### src/rtl/iob_ram_2p_asym.sv
// Asymmetric-width 2-port RAM adapter mapping narrow/wide ports onto N external MINDATA_W banks.
// Optional macro IOB_RAM_2P_ASYM_RDATA_REG_EN adds an output register (read latency 1 -> 2).
module iob_ram_2p_asym #(
  parameter int W_DATA_W = 32,
  parameter int R_DATA_W = 8,
  parameter int ADDR_W   = 10,
  parameter int N        = 4,
  localparam int MAXDATA_W = (W_DATA_W > R_DATA_W) ? W_DATA_W : R_DATA_W,
  localparam int MINDATA_W = (W_DATA_W > R_DATA_W) ? R_DATA_W : W_DATA_W,
  localparam int NB        = $clog2(N),
  localparam int MINADDR_W = ADDR_W - NB,
  localparam int W_ADDR_W  = (W_DATA_W < R_DATA_W) ? ADDR_W : MINADDR_W,
  localparam int R_ADDR_W  = (R_DATA_W < W_DATA_W) ? ADDR_W : MINADDR_W
) (
  input  logic                 clk,
  input  logic                 arst,
  input  logic                 w_en,
  input  logic [W_ADDR_W-1:0]  w_addr,
  input  logic [W_DATA_W-1:0]  w_data,
  input  logic                 r_en,
  input  logic [R_ADDR_W-1:0]  r_addr,
  output logic [R_DATA_W-1:0]  r_data,
  output logic [N-1:0]         ext_mem_w_en,
  output logic [MINADDR_W-1:0] ext_mem_w_addr,
  output logic [MAXDATA_W-1:0] ext_mem_w_data,
  output logic                 ext_mem_r_en,
  output logic [MINADDR_W-1:0] ext_mem_r_addr,
  input  logic [MAXDATA_W-1:0] ext_mem_r_data
);

  logic [R_DATA_W-1:0] r_data_raw;

  generate
    if (W_DATA_W < R_DATA_W) begin : g_wr_narrow
      logic [NB-1:0] w_sel;
      assign w_sel = w_addr[NB-1:0];
      always_comb begin
        ext_mem_w_en        = '0;
        ext_mem_w_en[w_sel] = w_en;
      end
      assign ext_mem_w_addr = w_addr[ADDR_W-1:NB];
      // Every bank sees the same narrow word; only the enabled lane stores it.
      assign ext_mem_w_data = {N{w_data}};
    end else begin : g_wr_wide
      assign ext_mem_w_en   = {N{w_en}};
      assign ext_mem_w_addr = w_addr;
      assign ext_mem_w_data = w_data;
    end
  endgenerate

  assign ext_mem_r_en = r_en;

  generate
    if (R_DATA_W < W_DATA_W) begin : g_rd_narrow
      logic [NB-1:0]        sel_q;
      logic [NB-1:0]        sel_d;
      logic [MINDATA_W-1:0] rd_lane [N];

      for (genvar k = 0; k < N; k++) begin : g_lane
        assign rd_lane[k] = ext_mem_r_data[k*MINDATA_W +: MINDATA_W];
      end

      // Lane select tracks the address that produced the bank output currently on the bus.
      assign sel_d = r_en ? r_addr[NB-1:0] : sel_q;

      always_ff @(posedge clk or posedge arst) begin
        if (arst) begin
          sel_q <= '0;
        end else begin
          sel_q <= sel_d;
        end
      end

      assign ext_mem_r_addr = r_addr[ADDR_W-1:NB];
      assign r_data_raw     = rd_lane[sel_q];
    end else begin : g_rd_wide
      assign ext_mem_r_addr = r_addr;
      assign r_data_raw     = ext_mem_r_data;
    end
  endgenerate

`ifdef IOB_RAM_2P_ASYM_RDATA_REG_EN
  logic                r_vld_q;
  logic [R_DATA_W-1:0] r_data_q;
  logic [R_DATA_W-1:0] r_data_d;

  assign r_data_d = r_vld_q ? r_data_raw : r_data_q;

  always_ff @(posedge clk or posedge arst) begin
    if (arst) begin
      r_vld_q  <= 1'b0;
      r_data_q <= '0;
    end else begin
      r_vld_q  <= r_en;
      r_data_q <= r_data_d;
    end
  end

  assign r_data = r_data_q;
`else
  assign r_data = r_data_raw;
`endif

endmodule

### config.mk
export PLATFORM = sky130hd
export DESIGN_NAME = iob_ram_2p_asym
export DESIGN_NICKNAME = d
export VERILOG_FILES = /design/src/rtl/iob_ram_2p_asym.sv
export SDC_FILE = /design/constraint.sdc
export NUM_CORES = 1
export LEC_CHECK = 0
export BUFFER_PORTS_ARGS = -buffer_cell sky130_fd_sc_hd__buf_4
export CELL_PAD_IN_SITES_DETAIL_PLACEMENT = 1
export CELL_PAD_IN_SITES_GLOBAL_PLACEMENT = 1
export CORE_ASPECT_RATIO = 0.6
export CORE_MARGIN = 2
export CORE_UTILIZATION = 14
export CTS_CLUSTER_SIZE = 10
export DETAILED_ROUTE_END_ITERATION = 16
export HOLD_SLACK_MARGIN = 0.08
export PLACE_DENSITY_LB_ADDON = 0.1
export SLEW_MARGIN = 30
export SYNTH_ARGS = -nofsm -noshare
export SYNTH_HDL_FRONTEND = slang
export SYNTH_SLANG_ARGS = --single-unit
### constraint.sdc
create_clock -name clk -period 2.52 [get_ports clk]
set_input_delay 0.252 -clock clk [delete_from_list [all_inputs] [get_ports clk]]
set_output_delay 0.252 -clock clk [all_outputs]
set_load 0.005 [all_outputs]
* Word level (Yosys, flattened, before mapping)
Index checks and enable logic that the tools add are counted.
Widths: inputs -> output; s select.
** Operators by class
- Magnitude comparators :: 1
- Mux-type cells :: 3
- Bitwise gates (word level) :: 1
** Operators with widths (number)
- $bmux 8 s2 :: 1
- $mux 8 :: 2
- $ge 3x3->1 const B :: 1
- $not 2->3 :: 1
** Storage, ports and cells
- Register bits after elaboration :: 2
- Bits of input ports :: 86
- Output and inout port bits :: 61
- Logic and storage cells :: 6

* Depth between registers and ports, before layout
- Depth after elaboration :: 4
- Mapped depth :: 2
- Mapped depth without buffers :: 1

* Worst setup path after synthesis
No wires, ideal clock.
- Kind :: register to output
- From :: register g_rd_narrow.sel_q[0]
- To :: output port r_data[0]
- Arrival :: 976 ps
- Data required time :: 2268 ps
- Setup slack :: 1292 ps
- Stages on the path, launching flop included :: 3
- Buffers on the path :: 1
- Cell sequence :: dfrtp_1 buf_6 mux4_2
** On the way
- Cells in the longest elaborated chain, start to end :: 4
** RTL lines
- start, declared :: RTL line 55 : logic [NB-1:0] sel_q;
- start signal, assigned :: RTL line 70 : sel_q <= sel_d;
- $not 2->3 (implied by the code) :: RTL line 75 : assign r_data_raw = rd_lane[sel_q];
- $bmux 8 s2 :: RTL line 75
- $mux 8 (implied by the code) (2 in a row) :: RTL line 75
- end, declared :: RTL line 22 : output logic [R_DATA_W-1:0] r_data,
No other way between the ends. The select of a mux whose other input is x is not followed.

* Worst setup path in the final report
Ends and elaborated chain as after synthesis.

==> summary.md <==
| Metric | Value |
|---|---|
| Status | finished clean |
| CTS sink count | 2 |
| Initial core utilization | 14.6% |
| Final hold violation count | 0 |
| Comb pwr share | 39.9% |
| Flop pwr share | 17.4% |
| Syn Area/Cell | 9.86 sq um |
| Area delta synth->final | 8.02% |
| Max FO, Critical Path | 9 |
| Tmin final | 1.88 ns |
| Core region area | 4590 sq um |
| Final setup viols | 0 |
| Fin util | 15.8% |
| First-pass GRT wire length | 2.42 mm |
| IO buf count | 45 |
| Final wirelength | 1.66 mm |
| Clock Power Share | 42.7% |
| CP max stage delay | 0.69 ns |
| CTS max path bufs | 2 |
| Die H | 57.6 microns |
| Antenna diodes | 0 |
| FF/Latch Area | 50.0 sq um |
| Largest net degree at the start of global routing | 10 |
| Cell Int Power | 0.228 mW |
| Largest regs | g_rd_narrow.sel_q: 2 flops |
| Startpoint type of the worst setup path | flip-flop |
| Hold/Removal Path Class | input port to flip-flop |
| H-tree levels | 1 |
| Yosys warns | 0 |
| TritonCTS clock tree | yes |
| Vias per cell | 3.31 |
| MaxCap Viol Count | 0 |
| Global placer's final weighted congestion | 0.564 |
| P per Cell Area | 400 nW/um^2 |
| Worst Skew | 0 ns |
| Unrepaired setup endpoints after global routing | no |
| Peak supply drop | 0.193 mV |
| Design area | 724 sq um |
| Post-CTS Setup Bufs | 0 |
| Vias in the first global route | 456 |
| Mapped cell area | 671 sq um |
| Post-synthesis simple-gate area fraction | 0% |
| Post-route ant nets | 0 |
| Largest family of logic cells by synthesized area | buffers and inverters |
| Multiplexer share of the synthesized area | 30.2% |
| Seq/Total Area, Yosys | 7.46% |
| Net Sw Power | 0.0615 mW |
| Leakage | 0.329 nW |
| Drt pass-1 iters | 2 |
| Setup CP Type | flip-flop to output pin |
| Post-Synth XOR/XNOR Area | 0% |
| Top-level port count | 147 |
| Clk Latency, worst-skew pair | 0.21 ns |
| Dpl ws | 0.769 ns |
| Seq cells post-synth | 2 |
| Final WS setup | 0.639 ns |
| Final Max Slew Viols | 0 |
| Critical Path AT | 1.63 ns |
| Syn Nets | 154 |
| Full die area | 5380 sq um |
| Reg clk slew, reported paths | 0.03 ns |
| DRT iter0 DRCs | 6 |
| Total CTS buffers | 3 |
| Die Width | 93.4 microns |
| Critical path capture point type | output pin |
| Final net count | 150 |
| Core Rows | 19 |
| GRT overflow | 0 |
| Post-synthesis adder-cell area fraction | 0% |
| Fmax achieved | 532 MHz |
| Worst-path cell chain | mux4_2 -> buf_4 |
| Multi-input logic area | 203 sq um |
| Layout cells sized above 1 | 93.5% |
| WHS | 0.277 ns |
| DP Area | 673 sq um |
| DRC viols | 0 |
| DR WL/cell | 13.3 microns |
| Top reg by flops | g_rd_narrow.sel_q |
| Crit path required time | 2.27 ns |
| Worst Tran Pin Value | 0.567 ns |
| Root Driver | clkbuf_8 |
| Fillers | 541 |
| Initial antenna violation count | 0 |
| Netlist cell types | 7 |
| Post-synthesis compound-gate area fraction | 0% |
| Placed Cells | 121 |
| Mapped Cells | 68 |
| Vias | 414 |
| Setup_tns | 0 ns |
| Tcrit/Tclk final | 74.6% |
| Rel. slew slack | 62.2% |
| Switching share of power | 21.2% |
| Fin cells | 125 |
| Max FFs per register | 2 |
| Global-route usage over all layers | 6.05% |
| Final Power | 0.289 mW |
| Slowest cell on crit path | dfrtp_1 |
per-layer routing:
| metal | global-route usage [%] | vias to the layer above | part of all wire (%) |
|---|---|---|---|
| li1 | - | 162 | - |
| met1 | 6.44 | 180 | 33 |
| met2 | 8.32 | 60 | 43 |
| met3 | 5.98 | 12 | 22 |
| met4 | 1.89 | 0 | 1.9 |
| met5 | 0 | - | 0 |
kinds of logic after synthesis:
kind of cell	count (synthesis)
multiplexers	10
buffers and inverters	56
flip-flops	2
layout make-up:
| cell class | count | share of cell area, % |
|---|---|---|
| clock buffer | 3 | 5.70 |
| inverter | 1 | 0.518 |
| multi-input combinational | 10 | 28.0 |
| sequential | 2 | 6.91 |
| tap | 63 | 10.9 |
| timing repair buffer | 46 | 48.0 |
cell usage after synthesis:
cell type,n,share of area [%]
inv_1,1,0.56
buf_4,53,59
buf_6,1,1.7
buf_2,1,0.75
mux2_2,2,3.4
mux4_2,8,27
dfrtp_1,2,7.5
power groups by stage:
| stage | clock network [mW] | logic (mW) | registers, mW |
|---|---|---|---|
| 6_report | 0.124 | 0.116 | 0.0503 |
| 5_1_grt | 0.136 | 0.125 | 0.0537 |
| 4_1_cts | 0.130 | 0.118 | 0.0523 |
| 3_5_place_dp | 0 | 0.116 | 0.0527 |
| 3_3_place_gp | 0 | 0.118 | 0.0518 |
| 2_1_floorplan | 0 | 0.124 | 0.0367 |
worst max-delay path: cells and delay by family (launching register included):
kind	cells	cell delay, ns
buffers and inverters	1	0.15
DFF	1	0.69
muxes	1	0.58
worst paths after layout:
path                                                       start                          endpoint  slack (ns)  depth (start not counted)
worst max-delay path            g_rd_narrow.sel_q[0]$_DFFE_PP0P_                         r_data[0]        0.64                          2
max in group asynchronous                                   arst  g_rd_narrow.sel_q[0]$_DFFE_PP0P_        1.94                          3
min in group asynchronous                                   arst  g_rd_narrow.sel_q[1]$_DFFE_PP0P_        0.46                          3
worst max register to register  g_rd_narrow.sel_q[0]$_DFFE_PP0P_  g_rd_narrow.sel_q[0]$_DFFE_PP0P_        1.47                          1
worst min-delay path                                   r_addr[1]  g_rd_narrow.sel_q[1]$_DFFE_PP0P_        0.28                          2
worst min register to register  g_rd_narrow.sel_q[1]$_DFFE_PP0P_  g_rd_narrow.sel_q[1]$_DFFE_PP0P_        0.88                          1
placed cells by master (no fill, tap or decap), drive strengths merged:
master / synthesis / final
buf: 55 / 45
clkbuf: 0 / 3
dfrtp: 2 / 2
dlygate4sd3: 0 / 1
inv: 1 / 1
mux2: 2 / 2
mux4: 8 / 8
repair_timing:
item | 4_1_cts | 5_1_grt
resized for setup | 0 | 0
endpoints found under the hold margin | 2 | 0
hold buffers | 1 | 0
(Power assumes the default switching activity.)
